**config.mk**
```make
export PLATFORM = sky130hd
export DESIGN_NAME = uart_rx_bit_timer_flat
export DESIGN_NICKNAME = d
export VERILOG_FILES = /design/src/rtl/uart_rx_bit_timer_pkg.sv /design/src/rtl/uart_rx_bit_timer_if.sv /design/src/rtl/uart_rx_bit_timer.sv /design/src/flat_wrapper.sv
export SDC_FILE = /design/constraint.sdc
export NUM_CORES = 1
export LEC_CHECK = 0
export CAP_MARGIN = 20
export CORE_ASPECT_RATIO = 0.9
export CORE_MARGIN = 2
export CORE_UTILIZATION = 40
export CTS_BUF_LIST = sky130_fd_sc_hd__clkbuf_4 sky130_fd_sc_hd__clkbuf_8
export CTS_CLUSTER_DIAMETER = 120
export DETAILED_ROUTE_END_ITERATION = 8
export DONT_BUFFER_PORTS = 1
export SKIP_LAST_GASP = 1
export SYNTH_ARGS = -nofsm -noshare
export SYNTH_HDL_FRONTEND = slang
export SYNTH_SLANG_ARGS = --single-unit
```
**constraint.sdc**
```tcl
create_clock -name CLK -period 5.6 [get_ports CLK]
set_input_delay 0.28 -clock CLK [delete_from_list [all_inputs] [get_ports CLK]]
set_output_delay 0.28 -clock CLK [all_outputs]
set_load 0.02 [all_outputs]
```
**src/rtl/uart_rx_bit_timer_pkg.sv**
```systemverilog
// uart_rx_bit_timer_pkg: shared UART receiver constants (frame phase encoding, minimum prescale)
package uart_rx_bit_timer_pkg;
  typedef enum logic [1:0] {PH_START = 2'd0, PH_DATA = 2'd1, PH_PARITY = 2'd2, PH_STOP = 2'd3} phase_t;
  localparam int MIN_PRESCALE = 4;
endpackage

```
**src/rtl/uart_rx_bit_timer_if.sv**
```systemverilog
// uart_rx_bit_timer_if: run/config request from the RX FSM and timing strobes back to the samplers
// master (RX FSM) drives enable, Prescale, PAR_EN, STOP2; slave (bit timer) drives
// edge_cnt, bit_cnt, sample_en, sample_last, bit_end, frame_done, phase.
interface uart_rx_bit_timer_if #(
  parameter int PRESCALE_W = 6,
  parameter int BIT_CNT_W  = 4
);
  logic                  enable;
  logic [PRESCALE_W-1:0] Prescale;
  logic                  PAR_EN;
  logic                  STOP2;
  logic [PRESCALE_W-1:0] edge_cnt;
  logic [BIT_CNT_W-1:0]  bit_cnt;
  logic                  sample_en;
  logic                  sample_last;
  logic                  bit_end;
  logic                  frame_done;
  logic [1:0]            phase;
  modport master (
    output enable, Prescale, PAR_EN, STOP2,
    input  edge_cnt, bit_cnt, sample_en, sample_last, bit_end, frame_done, phase
  );
  modport slave (
    input  enable, Prescale, PAR_EN, STOP2,
    output edge_cnt, bit_cnt, sample_en, sample_last, bit_end, frame_done, phase
  );
endinterface

```
**src/rtl/uart_rx_bit_timer.sv**
```systemverilog
// uart_rx_bit_timer: oversampling edge/bit counter with mid-bit sample strobes for the UART receiver
// CLK/RST: clock and async active-high reset; bus: slave side of uart_rx_bit_timer_if
// (config in: enable, Prescale, PAR_EN, STOP2; timing out: counters, strobes, phase).
module uart_rx_bit_timer
  import uart_rx_bit_timer_pkg::*;
#(
  parameter int DATA_W     = 8,
  parameter int PRESCALE_W = 6,
  parameter int BIT_CNT_W  = $clog2(DATA_W + 4)
) (
  input logic               CLK,
  input logic               RST,
  uart_rx_bit_timer_if.slave bus
);
  logic [PRESCALE_W-1:0] prescale_q, edge_q, p, mid;
  logic [BIT_CNT_W-1:0]  bit_q, n;
  logic                  par_q, stop2_q, edge_wrap, bit_last, bit_end, frame_done;
  always_comb begin
    p          = prescale_q < PRESCALE_W'(MIN_PRESCALE) ? PRESCALE_W'(MIN_PRESCALE) : prescale_q;
    n          = BIT_CNT_W'(2 + DATA_W) + BIT_CNT_W'(par_q) + BIT_CNT_W'(stop2_q);
    mid        = p >> 1;
    // >= rather than == so an out-of-range count recovers at the next edge
    edge_wrap  = edge_q >= p - PRESCALE_W'(1);
    bit_last   = bit_q == n - BIT_CNT_W'(1);
    bit_end    = bus.enable && edge_q == p - PRESCALE_W'(1);
    frame_done = bit_end && bit_last;
  end
  // Config is captured while idle and at each frame boundary, then frozen for the frame
  always_ff @(posedge CLK or posedge RST) begin
    if (RST) begin
      prescale_q <= '0;
      par_q      <= 1'b0;
      stop2_q    <= 1'b0;
    end else if (!bus.enable || frame_done) begin
      prescale_q <= bus.Prescale;
      par_q      <= bus.PAR_EN;
      stop2_q    <= bus.STOP2;
    end
  end
  always_ff @(posedge CLK or posedge RST) begin
    if (RST) begin
      edge_q <= '0;
      bit_q  <= '0;
    end else if (!bus.enable) begin
      edge_q <= '0;
      bit_q  <= '0;
    end else begin
      edge_q <= edge_wrap ? '0 : edge_q + PRESCALE_W'(1);
      bit_q  <= bit_q > n - BIT_CNT_W'(1) ? '0 : !edge_wrap ? bit_q : bit_last ? '0 : bit_q + BIT_CNT_W'(1);
    end
  end
  assign bus.edge_cnt    = edge_q;
  assign bus.bit_cnt     = bit_q;
  assign bus.sample_en   = bus.enable && edge_q >= mid - PRESCALE_W'(1) && edge_q <= mid + PRESCALE_W'(1);
  assign bus.sample_last = bus.enable && edge_q == mid + PRESCALE_W'(1);
  assign bus.bit_end     = bit_end;
  assign bus.frame_done  = frame_done;
  assign bus.phase       = !bus.enable || bit_q == '0 ? PH_START :
                           bit_q <= BIT_CNT_W'(DATA_W) ? PH_DATA :
                           bit_q == BIT_CNT_W'(DATA_W + 1) && par_q ? PH_PARITY : PH_STOP;
endmodule

```
**src/flat_wrapper.sv**
```systemverilog
// flat-port wrapper written by rule: the top's interface ports become plain ports
module uart_rx_bit_timer_flat import uart_rx_bit_timer_pkg::*;
#(
  parameter int DATA_W     = 8,
  parameter int PRESCALE_W = 6,
  parameter int BIT_CNT_W  = $clog2(DATA_W + 4)
)
  (CLK, RST, bus_enable, bus_Prescale, bus_PAR_EN, bus_STOP2, bus_edge_cnt, bus_bit_cnt, bus_sample_en, bus_sample_last, bus_bit_end, bus_frame_done, bus_phase);
  uart_rx_bit_timer_if #(.PRESCALE_W(PRESCALE_W), .BIT_CNT_W(BIT_CNT_W)) bus_i ();
  input logic CLK;
  input logic RST;
  input wire logic [$bits(bus_i.enable)-1:0] bus_enable;
  input wire logic [$bits(bus_i.Prescale)-1:0] bus_Prescale;
  input wire logic [$bits(bus_i.PAR_EN)-1:0] bus_PAR_EN;
  input wire logic [$bits(bus_i.STOP2)-1:0] bus_STOP2;
  output wire logic [$bits(bus_i.edge_cnt)-1:0] bus_edge_cnt;
  output wire logic [$bits(bus_i.bit_cnt)-1:0] bus_bit_cnt;
  output wire logic [$bits(bus_i.sample_en)-1:0] bus_sample_en;
  output wire logic [$bits(bus_i.sample_last)-1:0] bus_sample_last;
  output wire logic [$bits(bus_i.bit_end)-1:0] bus_bit_end;
  output wire logic [$bits(bus_i.frame_done)-1:0] bus_frame_done;
  output wire logic [$bits(bus_i.phase)-1:0] bus_phase;
  assign bus_i.enable = bus_enable;
  assign bus_i.Prescale = bus_Prescale;
  assign bus_i.PAR_EN = bus_PAR_EN;
  assign bus_i.STOP2 = bus_STOP2;
  assign bus_edge_cnt = bus_i.edge_cnt;
  assign bus_bit_cnt = bus_i.bit_cnt;
  assign bus_sample_en = bus_i.sample_en;
  assign bus_sample_last = bus_i.sample_last;
  assign bus_bit_end = bus_i.bit_end;
  assign bus_frame_done = bus_i.frame_done;
  assign bus_phase = bus_i.phase;
  uart_rx_bit_timer #(.DATA_W(DATA_W), .PRESCALE_W(PRESCALE_W), .BIT_CNT_W(BIT_CNT_W)) u_core (.CLK(CLK), .RST(RST), .bus(bus_i));
endmodule
```
==> results of run 1 <==
==> flip-flops by register name, summed over array words and instances, names as in the netlist <==
name / flops
u_core.bus.bit_cnt: 4
u_core.prescale_q: 6
u_core.bus.edge_cnt: 6
u_core.stop2_q: 1
u_core.par_q: 1
==> kinds of logic (layout without fill, tap and decap cells) <==
group | after synthesis | in the layout | synth area share (%)
mux | 6 | 6 | 4.32
simple gates | 57 | 57 | 18.7
other cells | 1 | 1 | 0.244
xor+xnor | 11 | 11 | 6.28
compound gates | 33 | 33 | 13.6
flops | 18 | 18 | 29.3
fa+ha+maj | 27 | 27 | 22.0
buf+inv | 22 | 22 | 5.46
==> power by group through the flow <==
stage                     clock, mW  sequential, mW  combinational (mW)
after floorplan                   0           0.156               0.101
after global placement            0           0.164               0.115
after detailed placement          0           0.165               0.119
after CTS                     0.109           0.162               0.120
after global routing          0.114           0.165               0.140
final                         0.106           0.162               0.120
==> how the worst max path moves through the flow <==
stage	depth (start not counted)	startpoint	end	slack, ns
after detailed placement	12	u_core.prescale_q[3]	bus_frame_done	2.07
after global placement	12	u_core.prescale_q[3]	bus_frame_done	2.17
after global routing	12	u_core.prescale_q[3]	bus_frame_done	1.51
after CTS	12	u_core.prescale_q[3]	bus_frame_done	1.80
after floorplan	13	u_core.prescale_q[4]	bus_frame_done	2.32
final	12	u_core.prescale_q[3]	bus_frame_done	1.81
==> per-stage QoR <==
step	instances	hold WS, ns	utilization, %	setup WS [ns]	instance area [um^2]
floorplan	175	0.219	-	2.32	1540
global placement	217	0.296	42.7	2.17	1580
detailed placement	217	0.316	42.7	2.07	1580
CTS	221	0.0388	44.1	1.80	1640
global route	221	0.0737	44.1	1.51	1640
finish	221	0.0141	44.1	1.81	1640
==> synthesized netlist by cell type, drive strengths merged <==
| library cell | n | area [um^2] |
|---|---|---|
| clkbuf | 4 | 15.0 |
| or3 | 2 | 12.5 |
| nor2b | 2 | 12.5 |
| or2 | 1 | 6.26 |
| and2 | 2 | 12.5 |
| nand3b | 3 | 22.5 |
| a22oi | 1 | 7.51 |
| mux2i | 1 | 10.0 |
| o21ai | 9 | 45.0 |
| xnor2 | 4 | 35.0 |
| nor3b | 1 | 7.51 |
| ha | 27 | 338 |
| o21a | 1 | 7.51 |
| nor2 | 8 | 30.0 |
| a31o | 1 | 8.76 |
| a211oi | 1 | 7.51 |
| o31ai | 1 | 7.51 |
| dfrtp | 18 | 450 |
| nand4 | 3 | 25.0 |
| nand2b | 3 | 18.8 |
| nand2 | 19 | 71.3 |
| inv | 17 | 63.8 |
| or4 | 1 | 7.51 |
| xor2 | 7 | 61.3 |
| buf | 1 | 5.00 |
| a2111oi | 1 | 27.5 |
| nor3 | 4 | 20.0 |
| conb | 1 | 3.75 |
| o22ai | 1 | 12.5 |
| a21oi | 17 | 85.1 |
| mux2 | 5 | 56.3 |
| nand3 | 7 | 35.0 |
| and3 | 1 | 6.26 |
==> layer usage <==
layer,wire length (um),up-vias,part of all wire (%)
li1,-,601,-
met1,1610,569,50
met2,1400,36,43
met3,208,2,6.4
met4,10,0,0.31
met5,0,-,0
==> layout make-up <==
class / count / area, um^2
clock buffer: 4 / 55.1
fill: 361 / 2070
inverter: 17 / 63.8
multi-input combinational: 135 / 1000
sequential: 18 / 450
tap: 46 / 57.6
timing repair buffer: 1 / 7.51
==> results, run 1 <==
- Wires add up to between 3 and 4 mm.
- The worst-case IR drop observed on VDD is 0.140 mV.
- The origin of the critical flop-to-flop path is u_core.prescale_q[3].
- The final HPWL from detailed placement is roughly 2.6 mm.
- In this design, the largest share of critical-path delay is due to simple AND/OR/NAND/NOR gates.
- Leaving out fill and tap cells, the most frequent cells in the layout are sky130_fd_sc_hd__ha_1 (27), sky130_fd_sc_hd__nand2_1 (19), sky130_fd_sc_hd__dfrtp_1 (18).
- The area growth from synthesis to layout is 6.52%.
- The number of global-route vias before repair is 1,207.
- The run finished with clean final reports.
- In the final design database the tool counted between 200 and 250 nets.
- The number of gates resized after CTS was 0.
- The first routing iteration left between 50 and 60 violations.
- Clock latency on the worst-skew pair, taken at its later pin, is around 0.26 ns.
- The number of antenna violations at the first check in global routing was 0.
- Traced cell by cell, the critical path runs through nor3_1, nand2b_1, nand2_1, ha_1, nand2_1, xor2_1, a21oi_1, a21oi_1, ha_1, nand4_2, nor3_1, and2_1.
- The number of hold violations in the final report was 0.
- On the worst path, the slowest cell contributes a delay of a little over 0.6 ns.
- The number of buffers added on ports is 0.
- Yosys mapped the design onto 34 distinct sky130hd cell types.
- The initial utilization of the core area, before any placement, comes to around two fifths.
- The commonest non-fill, non-tap cell in the layout is sky130_fd_sc_hd__ha_1.
- The power share of the sequential group is about two fifths.
- The count of final max-slew check failures came to 0.
- The y dimension of the die is ~63 um.
- The net switching power is 0.134 mW.
- Post-CTS timing repair inserted 0 buffers for setup.
- The average vias per placed instance is 5.47.
- Setup repair after global routing left no endpoint under its margin.
- The net count after synthesis is approximately 210.
- The worst hold path belongs to the class in -> async.
- The total standard cell area after synthesis is 1540 um^2.
- The met1 capacity usage during global routing is ~22%.
- Setup violations remaining at the end of the flow were counted as 0.
- The count of cells along the worst register-to-register path is 14.
- The internal power of the cells is around 0.25 mW.
- The area inside the core boundary is approximately 3700 um^2.
- The maximum net fanout on the critical path is 11.
- The global-route wire length before repair is ~5.6 mm.
- For the final database, setup skew stands at approximately 0.0045 ns.
- Entering global routing, the biggest net connects 19 pins.
- Counting both buffers and inverters, the worst setup path holds a total of 0.
- The critical path in this run is classified as reg -> out.
- The power density relative to cell area is 237 nW/um^2.
- The power share of the clock group is roughly 27%.
- The total power of the final layout is 0.388 mW.
- After clock tree synthesis, the flow added hold-fix buffers numbering 0.
- Global routing consumed, on the met3 layer, 5.32% of the routing resources.
- The overall routing resource usage is about 16%.
- In the final routed layout, each cell accounts on average for 14.6 um.
- The max-capacitance violation count is 0.
- The clock root buffer is sky130_fd_sc_hd__clkbuf_8.
- The leftover overflow at the end of global routing is 0.
- The setup check on the worst reg-to-reg path leaves a slack of roughly 2.2 ns.
- The endpoint identified for the worst register-to-register timing path is u_core.bus.bit_cnt[2].
- The number of I/O pins is 27.
- The CTS H-tree depth is 1.
- Summed over all cells, the static leakage comes to about 0.75 nW.
- STA classifies the critical path startpoint as a register.
- Routability-driven placement finished with a final weighted congestion of 0.879.
- Synthesis handed over a netlist of around 180 instances.
- The portion of the clock cycle consumed by the worst path in the final layout is between 60% and 70%.
- The DRC violation count after routing is 0.
- The proportion of synthesized chip area in sequential cells is between 20% and 30%.
- The actual slew at the worst max-slew pin is 0.751 ns.
- The synthesized design contains 18 register bits.
- The chip width is about 69 um.
- The data arrival time of the critical path is between 3 and 4 ns.
- The element type at the critical path end is an output pin.
- The number of nets with antenna violations after routing is 0.
- The yosys synthesis warning count is 0.
- Adding up every negative setup slack in the final design gives 0 ns.
- The max-slew headroom at the worst pin is approximately half.
- The clock sink count is 18.
- The die covers 4350 um^2.
- The placement row count is 21.
- The overall via count from detail_route is about 1,200.
- Before antenna repair, the detailed router went through 4 iterations.
- The clock slew at the register clock pins of the worst setup and hold paths is around 0.07 ns.
- The number of antenna diodes in the final layout is 0.
- The mean post-synth cell area is ~8.8 um^2.
- The cell with the largest stage delay on the worst path is sky130_fd_sc_hd__nor3_1.
- The global-route met2 utilization is approximately 25%.
- The global routing stage identified its most utilized layer as met2.
- The upper clock frequency limit is roughly 260 MHz.
- In this run switching power makes up roughly a third of total power.
- The TritonCTS clock tree is built.
- The worst path needs about 3.8 ns of the cycle, external delays included.
- The number of buffers on the longest clock path is 2.
- In this run, the combinational gates consume between 30% and 40% of the power.
- Data on the critical path is required at its endpoint by between 5 and 6 ns.
- The number of CTS-inserted buffers is 3.
- The share of final-layout standard cells stronger than drive strength 1 is 8.57%.
Note: power is estimated with default switching activity, not from simulation.
==> inputs of run 2 (changes only) <==
--- a/config.mk
+++ b/config.mk
@@ -5,6 +5,7 @@
 export SDC_FILE = /design/constraint.sdc
 export NUM_CORES = 1
 export LEC_CHECK = 0
+export ABC_AREA = 1
 export CAP_MARGIN = 20
 export CORE_ASPECT_RATIO = 0.9
 export CORE_MARGIN = 2
==> constraint.sdc (replaced) <==
create_clock -name CLK -period 3.5 [get_ports CLK]
set_input_delay 0.175 -clock CLK [delete_from_list [all_inputs] [get_ports CLK]]
set_output_delay 0.175 -clock CLK [all_outputs]
set_load 0.02 [all_outputs]
==> run 2 against run 1 <==
Setup slack got worse by 1.4 ns. Core utilization up 0.37 points. Total power is 87% higher. Final area up 12%. Critical endpoint unchanged. Highest routed layer unchanged.
==> results, run 2 <==
- The leakage power of the design is 1.04 nW (was 0.755 nW).
- Worst path cell trace: nor2_1, nand2_1, nand2_1, ha_1, nand2_1, nor2_1, xor2_1, a22oi_1, ha_1, nand2_1, inv_1, nand2_1, nor2_4, nand2_4, inv_1 (was nor3_1, nand2b_1, nand2_1, ha_1, nand2_1, xor2_1, a21oi_1, a21oi_1, ha_1, nand4_2, nor3_1, and2_1).
- The number of detailed-route iterations in the first pass is 4 (unchanged).
- The library cell occupying the most area in the post-synthesis netlist is sky130_fd_sc_hd__dfrtp_1 (unchanged).
- In this design, the critical path's most frequently occurring cell is sky130_fd_sc_hd__nand2_1.
- The max-capacitance violation count is 0 (unchanged).
- The final net count is 285 (was 214).
- The number of hold violations in the final report was 0 (unchanged).
- The number of global-route vias before repair is 1,420 (was 1,207).
- The setup skew after layout is 0.00884 ns (was 0.00453 ns).
- The final routed wire length divided by cell count is 12.5 um (was 14.6 um).
- Leading cell types by count after synthesis: sky130_fd_sc_hd__nand2_1 (68), sky130_fd_sc_hd__inv_1 (34), sky130_fd_sc_hd__nor2_1 (29) (was sky130_fd_sc_hd__ha_1 (27), sky130_fd_sc_hd__nand2_1 (19), sky130_fd_sc_hd__dfrtp_1 (18)).
- The proportion of power drawn by combinational gates came to 37.0% (was 30.9%).
- The count of final max-slew check failures is 0 (unchanged).
- The post-placement cell area is 1760 um^2 (was 1580 um^2).
- The area share of the largest cell type after synthesis is 26.3% (was 29.3%).
- The DRC marker count from the first detailed-route iteration is 86 (was 59).
- The fill cell instance count of the final layout came to 417 (was 361).
- The fraction of the core area covered by cells at the end of the flow was 44.5% (was 44.1%).
- The data arrival time of the critical path is 2.96 ns (was 3.51 ns).
- The TritonCTS clock tree is built (unchanged).
- The maximum net fanout on the critical path came to 10 (was 11).
- The area inside the core boundary is 4100 um^2 (was 3700 um^2).
- The number of failing setup endpoints in the final timing report came to 0 (unchanged).
- The number of buffers added on ports is 0 (unchanged).
- The final HPWL from detailed placement is 2.91 mm (was 2.61 mm).
- Setup repair after global routing missed its margin: no (unchanged).
- The growth of design area from synthesis to finish is 6.57% (was 6.52%).
- The clock latency of the later-clocked register in the worst-skew pair came to 0.26 ns (about the same).
- The y dimension of the die is 66.1 um (was 62.8 um).
- The number of antenna violations at the first check in global routing is 0 (unchanged).
- Largest cells by area after synthesis: sky130_fd_sc_hd__dfrtp_1 (26%), sky130_fd_sc_hd__ha_1 (20%), sky130_fd_sc_hd__nand2_1 (15%), sky130_fd_sc_hd__inv_1 (7.5%), sky130_fd_sc_hd__nor2_1 (6.4%) (was sky130_fd_sc_hd__dfrtp_1 (29%), sky130_fd_sc_hd__ha_1 (22%), sky130_fd_sc_hd__a21oi_1 (5.5%), sky130_fd_sc_hd__nand2_1 (4.6%), sky130_fd_sc_hd__inv_1 (4.2%)).
- The distinct cell type count after synthesis is 26 (was 34).
- Of the available clock period, the critical path in the final layout requires between 80% and 90%.
- The total wire length after detailed routing is 3.68 mm (was 3.23 mm).
- The number of I/O pins came to 27 (unchanged).
- The yosys synthesis warning count is 0 (unchanged).
- The number of buffers on the longest clock path is 2 (unchanged).
- The number of nets with antenna violations after routing is 0 (unchanged).
- The number of diodes added for antenna fixing is 0 (unchanged).
- The power density relative to cell area came to 398 nW/um^2 (was 237 nW/um^2).
- The overall routing resource usage is 17.1% (was 16.1%).
- The share of flip-flops with an asynchronous set or reset is 100% (unchanged).
- The number of CTS-inserted buffers is 3 (unchanged).
- The total standard cell area after synthesis is 1710 um^2 (was 1540 um^2).
- The die footprint is 4820 um^2 (was 4350 um^2).
- The net switching power was 0.294 mW (was 0.134 mW).
- The initial core utilization is 41.8% (was 41.4%).
- The number of enable-type register cells in the synthesized netlist is 0 (unchanged).
- The leftover overflow at the end of global routing is 0 (unchanged).
- The most used flip-flop cell after synthesis is sky130_fd_sc_hd__dfrtp_1 (unchanged).
- The most frequent cell after synthesis is sky130_fd_sc_hd__nand2_1 (was sky130_fd_sc_hd__ha_1).
- The overall via count from detail_route is 1,452 (was 1,208).
- The commonest non-fill, non-tap cell in the layout is sky130_fd_sc_hd__nand2_1 (was sky130_fd_sc_hd__ha_1).
- The clock root buffer is sky130_fd_sc_hd__clkbuf_8 (unchanged).
- The flip-flop and latch count after synthesis is 18 (unchanged).
- The upper clock frequency limit is between 300 and 400 MHz.
- The maximum number of pins on one net before global-route repair is 19 (unchanged).
- The CTS H-tree depth is 1 (unchanged).
- The internal power of the cells is 0.433 mW (was 0.254 mW).
- The proportion of synthesized chip area in sequential cells was 26.3% (was 29.3%).
- The switching fraction of total power was 40.4% (was 34.4%).
- The highest cell delay on the worst timing path is 0.49 ns (was 0.61 ns).
- The element type at the critical path end is an output pin (unchanged).
- The data required time of the worst path is 3.32 ns (was 5.32 ns).
- Top library cells by usage in the layout, fill and taps aside: sky130_fd_sc_hd__nand2_1 (68), sky130_fd_sc_hd__inv_1 (34), sky130_fd_sc_hd__nor2_1 (29) (was sky130_fd_sc_hd__ha_1 (27), sky130_fd_sc_hd__nand2_1 (19), sky130_fd_sc_hd__dfrtp_1 (18)).
- The count of cells along the worst register-to-register path is 17 (was 14).
- The cell with the largest stage delay on the worst path is sky130_fd_sc_hd__dfrtp_1 (was sky130_fd_sc_hd__nor3_1).
- The max-slew headroom at the worst pin is 52.0% (was 49.5%).
- Subtracting the final worst setup slack from the clock period gives ~3.1 ns.
- The area taken by multi-input logic gates came to 1110 um^2 (was 1000 um^2).
- The power share of the clock group is 23.4% (was 27.3%).
- The clock slew at the register clock pins of the worst setup and hold paths was 0.06 ns (was 0.07 ns).
- The setup slack at placement was 0.518 ns (was 2.07 ns).
- The global-route wire length before repair was 6.48 mm (was 5.64 mm).
- The share of final-layout standard cells stronger than drive strength 1 is 4.88% (was 8.57%).
- The actual slew at the worst max-slew pin is 0.719 ns (was 0.751 ns).
- The area occupied by registers is 450 um^2 (unchanged).
- The placer's final routability congestion estimate is 0.927 (was 0.879).
- The synthesized instance count is 244 (was 175).
- The final worst slack is 0.363 ns (was 1.81 ns).
- The clock sink count is 18 (unchanged).
- The worst voltage drop across the vdd grid is 0.219 mV (was 0.140 mV).
- The mean post-synth cell area is 7.02 um^2 (was 8.77 um^2).
- The worst hold path stage count is 2.
- The power share of the sequential group was 39.7% (was 41.8%).
- The category of the most critical setup path is reg -> out (unchanged).
- The final cell area excluding filler cells was 1830 um^2 (was 1640 um^2).
- The net count after synthesis is 282 (was 213).
- Result of the run: finished clean (unchanged).
- The sum of negative setup slack is 0 ns (unchanged).
- The DRC violation count after routing is 0 (unchanged).
- The average vias per placed instance came to 4.94 (was 5.47).
- The critical path launch point type is a register (unchanged).
- The chip width is 73.0 um (was 69.3 um).
- The worst min-delay path class is in -> reg (was in -> async).
- The placement row count came to 22 (was 21).
run 2: cell types whose count changed in the layout (fill, tap and decap cells not counted), sizes merged, moves of 2 or more:
cell	delta
a21oi	-10
and2	-2
inv	+18
mux2	-5
nand2	+52
nand2b	-3
nand3	+13
nor2	+24
nor2b	-2
nor3	-2
o21ai	-4
or3	-2
run 2: timing repair:
action	in CTS	in global routing
hold endpoints to repair	18	0
gates resized for setup	0	1
hold buffers	1	0
setup endpoints to repair	0	1
setup buffers	0	0
run 2: worst max-delay path: cells and delay by family (launching register included):
kind	cells	cell delay, ns
and+or+nand+nor	9	1.12
adders and majority gates	2	0.55
DFF	1	0.49
buffers and inverters	2	0.26
xor gates and xnor gates	1	0.20
AOI/OAI and AO/OA	1	0.09
run 2: area by class of cell:
type                            instances  share of cell area [%]
Multi-Input combinational cell        187                    60.9
Sequential cell                        18                    24.7
Inverter                               35                    7.20
Tap cell                               48                    3.29
Clock buffer                            4                    3.02
Timing Repair Buffer                    2                   0.960
run 2: cells by family (layout without fill, tap and decap cells):
group | after synthesis | count (layout) | synth area share (%)
xor gates and xnor gates | 12 | 12 | 6.14
AOI/OAI and AO/OA | 15 | 15 | 4.89
adders and majority gates | 27 | 27 | 19.7
other | 1 | 1 | 0.219
DFF | 18 | 18 | 26.3
and+or+nand+nor | 132 | 132 | 33.6
buffers and inverters | 39 | 41 | 9.13
run 2: through the flow:
step / instances / hold slack, ns / total power, mW
floorplan: 244 / 0.114 / 0.505
global placement: 289 / 0.218 / 0.556
detailed placement: 289 / 0.223 / 0.559
CTS: 294 / 0.0254 / 0.738
global route: 294 / 0.0332 / 0.795
finish: 294 / 0.0320 / 0.727
run 2: layer usage:
metal | up-vias | wire length (um) | global-route usage (%)
li1 | 776 | - | -
met1 | 649 | 1890 | 24.1
met2 | 25 | 1630 | 26.8
met3 | 2 | 146 | 3.96
met4 | 0 | 14 | 2.78
met5 | - | 0 | 0
run 2: final timing paths:
kind	slack, ns	startpoint	to
worst max-delay path	0.36	u_core.prescale_q[3]	bus_frame_done
worst min-delay path	0.03	bus_Prescale[5]	u_core.prescale_q[5]
worst max register to register	0.65	u_core.prescale_q[3]	u_core.prescale_q[3]
worst min register to register	0.53	u_core.stop2_q	u_core.stop2_q
max in group asynchronous	2.57	RST	u_core.par_q
min in group asynchronous	0.48	RST	u_core.bus.bit_cnt[3]
run 2: power groups by stage:
stage	Combinational, mW	Sequential, mW	Clock (mW)
4_1_cts	0.271	0.289	0.178
2_1_floorplan	0.231	0.274	0
3_3_place_gp	0.263	0.293	0
6_report	0.269	0.288	0.170
3_5_place_dp	0.266	0.293	0
5_1_grt	0.318	0.293	0.184
==> inputs of run 3 (changes only) <==
--- a/config.mk
+++ b/config.mk
@@ -7,13 +7,16 @@
 export LEC_CHECK = 0
 export ABC_AREA = 1
 export CAP_MARGIN = 20
+export CELL_PAD_IN_SITES_DETAIL_PLACEMENT = 1
+export CELL_PAD_IN_SITES_GLOBAL_PLACEMENT = 2
 export CORE_ASPECT_RATIO = 0.9
 export CORE_MARGIN = 2
-export CORE_UTILIZATION = 40
+export CORE_UTILIZATION = 37
 export CTS_BUF_LIST = sky130_fd_sc_hd__clkbuf_4 sky130_fd_sc_hd__clkbuf_8
 export CTS_CLUSTER_DIAMETER = 120
 export DETAILED_ROUTE_END_ITERATION = 8
 export DONT_BUFFER_PORTS = 1
+export PLACE_DENSITY_LB_ADDON = 0.1
 export SKIP_LAST_GASP = 1
 export SYNTH_ARGS = -nofsm -noshare
 export SYNTH_HDL_FRONTEND = slang
==> constraint.sdc (replaced) <==
create_clock -name CLK -period 3.5 [get_ports CLK]
set_input_delay 0.175 -clock CLK [delete_from_list [all_inputs] [get_ports CLK]]
set_output_delay 0.175 -clock CLK [all_outputs]
set_load 0.05 [all_outputs]
==> run 3 against run 2 <==
Die area grew 7.6%. Routed wire length grew 14%. Critical path type unchanged. Core utilization shrank 2.4 points.
==> results, run 3 (synthesis gave the netlist of run 2 again) <==
- Result of the run: finished clean (unchanged).
- The cell count after placement is 307 (was 289).
- Worst path cell trace: nor2_1, nand2_1, nand2_2, inv_1, ha_1, nand2_1, nor2_1, xor2_1, a22oi_1, ha_1, nand2_1, inv_1, nand2_1, nor2_2, nand2_4, inv_1, buf_12 (was nor2_1, nand2_1, nand2_1, ha_1, nand2_1, nor2_1, xor2_1, a22oi_1, ha_1, nand2_1, inv_1, nand2_1, nor2_4, nand2_4, inv_1).
- The setup skew after layout is 0.00161 ns (was 0.00884 ns).
- The initial core utilization is 38.4% (was 41.8%).
- The placement row count is 23 (was 22).
- The worst min-delay path class was in -> reg (unchanged).
- The total length of routed met3 wires is 124 um (was 146 um).
- The total wire length after detailed routing was 4.21 mm (was 3.68 mm).
- The sum of negative setup slack came to 0 ns (unchanged).
- The overall routing resource usage is 17.9% (was 17.1%).
- The post-CTS setup repair buffer count came to 0 (unchanged).
- The element type at the critical path end is an output pin (unchanged).
- The number of hold violations in the final report is 0 (unchanged).
- The DRC violation count after routing is 0 (unchanged).
- The clock sink count came to 18 (unchanged).
- The clock root buffer is sky130_fd_sc_hd__clkbuf_8 (unchanged).
- The maximum number of pins on one net before global-route repair is 19 (unchanged).
- The number of global-route vias before repair is 1,506 (was 1,420).
- The DRC marker count from the first detailed-route iteration is 36 (was 86).
- The number of detailed-route iterations in the first pass is 4 (unchanged).
- The max-capacitance violation count is 0 (unchanged).
- The leakage power of the design is 1.06 nW (was 1.04 nW).
- The clock slew at the register clock pins of the worst setup and hold paths is 0.07 ns (was 0.06 ns).
- The die footprint is 5190 um^2 (was 4820 um^2).
- The number of nets with antenna violations after routing is 0 (unchanged).
- The number of antenna violations at the first check in global routing is 0 (unchanged).
- The met2 wirelength from detailed routing is 1.95 mm (was 1.63 mm).
- The clock latency of the later-clocked register in the worst-skew pair was 0.25 ns (was 0.26 ns).
- The portion of the clock cycle consumed by the worst path in the final layout came to 87.5% (was 89.6%).
- The actual slew at the worst max-slew pin is 0.904 ns (was 0.719 ns).
- The chip width is 75.7 um (was 73.0 um).
- The number of I/O pins came to 27 (unchanged).
- The number of CTS-inserted buffers came to 3 (unchanged).
- The CTS H-tree depth is 1 (unchanged).
- The area inside the core boundary is 4460 um^2 (was 4100 um^2).
- The number of diodes added for antenna fixing is 0 (unchanged).
- The data arrival time of the critical path is 2.89 ns (was 2.96 ns).
- The buffer and inverter count on the worst path is 4 (was 2).
- The number of buffers added on ports was 0 (unchanged).
- The y dimension of the die is 68.6 um (was 66.1 um).
- The final HPWL from detailed placement is 3.42 mm (was 2.91 mm).
- The highest metal layer with signal wires was met4 (unchanged).
- The number of non-filler instances in the completed layout came to 311 (was 294).
- The growth of design area from synthesis to finish was 9.64% (was 6.57%).
- The count of final max-slew check failures was 0 (unchanged).
- The global-route wire length before repair was 7.01 mm (was 6.48 mm).
- The post-route minimum period is 3.06 ns (was 3.14 ns).
- The critical path launch point type is a register (unchanged).
- The cell with the largest stage delay on the worst path was sky130_fd_sc_hd__dfrtp_1 (unchanged).
- The placer's final routability congestion estimate was 0.747 (was 0.927).
- The number of buffers on the longest clock path is 2 (unchanged).
- The number of failing setup endpoints in the final timing report is 0 (unchanged).
- The max-slew headroom at the worst pin is 39.5% (was 52.0%).
- The final routed wire length divided by cell count was 13.5 um (was 12.5 um).
- The commonest non-fill, non-tap cell in the layout was sky130_fd_sc_hd__nand2_1 (unchanged).
- The length of routed wiring on met1 is 2.12 mm (was 1.89 mm).
- The final net count came to 289 (was 285).
- The overall via count from detail_route is 1,467 (was 1,452).
- The share of final-layout standard cells stronger than drive strength 1 is 7.63% (was 4.88%).
- The upper clock frequency limit is 326 MHz (was 319 MHz).
- The highest cell delay on the worst timing path is 0.50 ns (was 0.49 ns).
- The maximum net fanout on the critical path is 10 (unchanged).
- The data required time of the worst path is 3.32 ns (about the same).
- The leftover overflow at the end of global routing was 0 (unchanged).
- The average vias per placed instance is 4.72 (was 4.94).
- Setup repair after global routing missed its margin: no (unchanged).
- Top library cells by usage in the layout, fill and taps aside: sky130_fd_sc_hd__nand2_1 (67), sky130_fd_sc_hd__inv_1 (34), sky130_fd_sc_hd__nor2_1 (29) (was sky130_fd_sc_hd__nand2_1 (68), sky130_fd_sc_hd__inv_1 (34), sky130_fd_sc_hd__nor2_1 (29)).
- The cell family contributing the most delay on the critical path is simple AND/OR/NAND/NOR gates (unchanged).
- The TritonCTS clock tree is built (unchanged).
- The category of the most critical setup path is reg -> out (unchanged).
- The worst voltage drop across the vdd grid was 0.243 mV (was 0.219 mV).
- The most prevalent standard cell on the critical path is sky130_fd_sc_hd__nand2_1 (unchanged).
- The power density relative to cell area was 403 nW/um^2 (was 398 nW/um^2).
run 3: changes by cell type in the layout (fill, tap and decap cells not counted), sizes merged:
cell | before | now
buf | 1 | 5
clkbuf | 4 | 3
run 3: path summary, 6_finish.rpt:
path | start | end | slack [ns] | depth (start not counted)
min | bus_Prescale[1] | u_core.prescale_q[1] | 0.04 | 2
min reg2reg | u_core.stop2_q | u_core.stop2_q | 0.55 | 2
max reg2reg | u_core.prescale_q[5] | u_core.bus.edge_cnt[4] | 0.70 | 17
max in group asynchronous | RST | u_core.prescale_q[3] | 2.54 | 2
max | u_core.prescale_q[5] | bus_frame_done | 0.44 | 17
min in group asynchronous | RST | u_core.prescale_q[5] | 0.48 | 2
run 3: cell type report:
type                       count  area, um^2
clock buffer                   3        41.3
fill                         598        2580
inverter                      35         131
multi-input combinational    187        1110
sequential                    18         453
tap                           62        77.6
timing repair buffer           6        60.1
run 3: routing by layer:
layer  track usage, %  vias to the layer above
met1             24.4                      666
li1                 -                      781
met4             2.63                        0
met2             30.1                       18
met5                0                        -
met3             3.63                        2
run 3: worst reg2reg max path: stages, from the launching register on:
cell                      delay [ns]
sky130_fd_sc_hd__dfrtp_1        0.50
sky130_fd_sc_hd__nor2_1         0.07
sky130_fd_sc_hd__nand2_1        0.13
sky130_fd_sc_hd__nand2_2        0.10
sky130_fd_sc_hd__inv_1          0.07
sky130_fd_sc_hd__ha_1           0.19
sky130_fd_sc_hd__nand2_1        0.07
sky130_fd_sc_hd__nor2_1         0.11
sky130_fd_sc_hd__xor2_1         0.20
sky130_fd_sc_hd__a22oi_1        0.10
sky130_fd_sc_hd__ha_1           0.32
sky130_fd_sc_hd__nand2_1        0.10
sky130_fd_sc_hd__inv_1          0.06
sky130_fd_sc_hd__nand2_1        0.10
sky130_fd_sc_hd__nand2_1        0.10
sky130_fd_sc_hd__nor2_4         0.19
sky130_fd_sc_hd__nand2_1        0.18
sky130_fd_sc_hd__nor2_1         0.14
run 3: stage by stage:
step	setup slack (ns)	power (mW)	area, um^2	utilization, %	hold WS [ns]
CTS	0.304	0.774	1870	42.0	0.0297
detailed placement	0.583	0.625	1820	40.8	0.216
global placement	0.684	0.620	1820	40.8	0.217
finish	0.436	0.757	1880	42.1	0.0371
global route	0.0522	0.838	1880	42.1	0.0391
floorplan	0.180	0.549	1710	-	0.114
run 3: report_power, final:
part	switching (mW)	internal [mW]
registers	0.0941	0.228
logic	0.183	0.110
clock network	0.0656	0.0763
total	0.343	0.415
run 3: repair_timing:
item                                    in CTS  in global routing
hold endpoints to repair                    18                  0
gates resized for setup                      0                  3
endpoints found under the setup margin       0                  1
hold buffers                                 1                  0
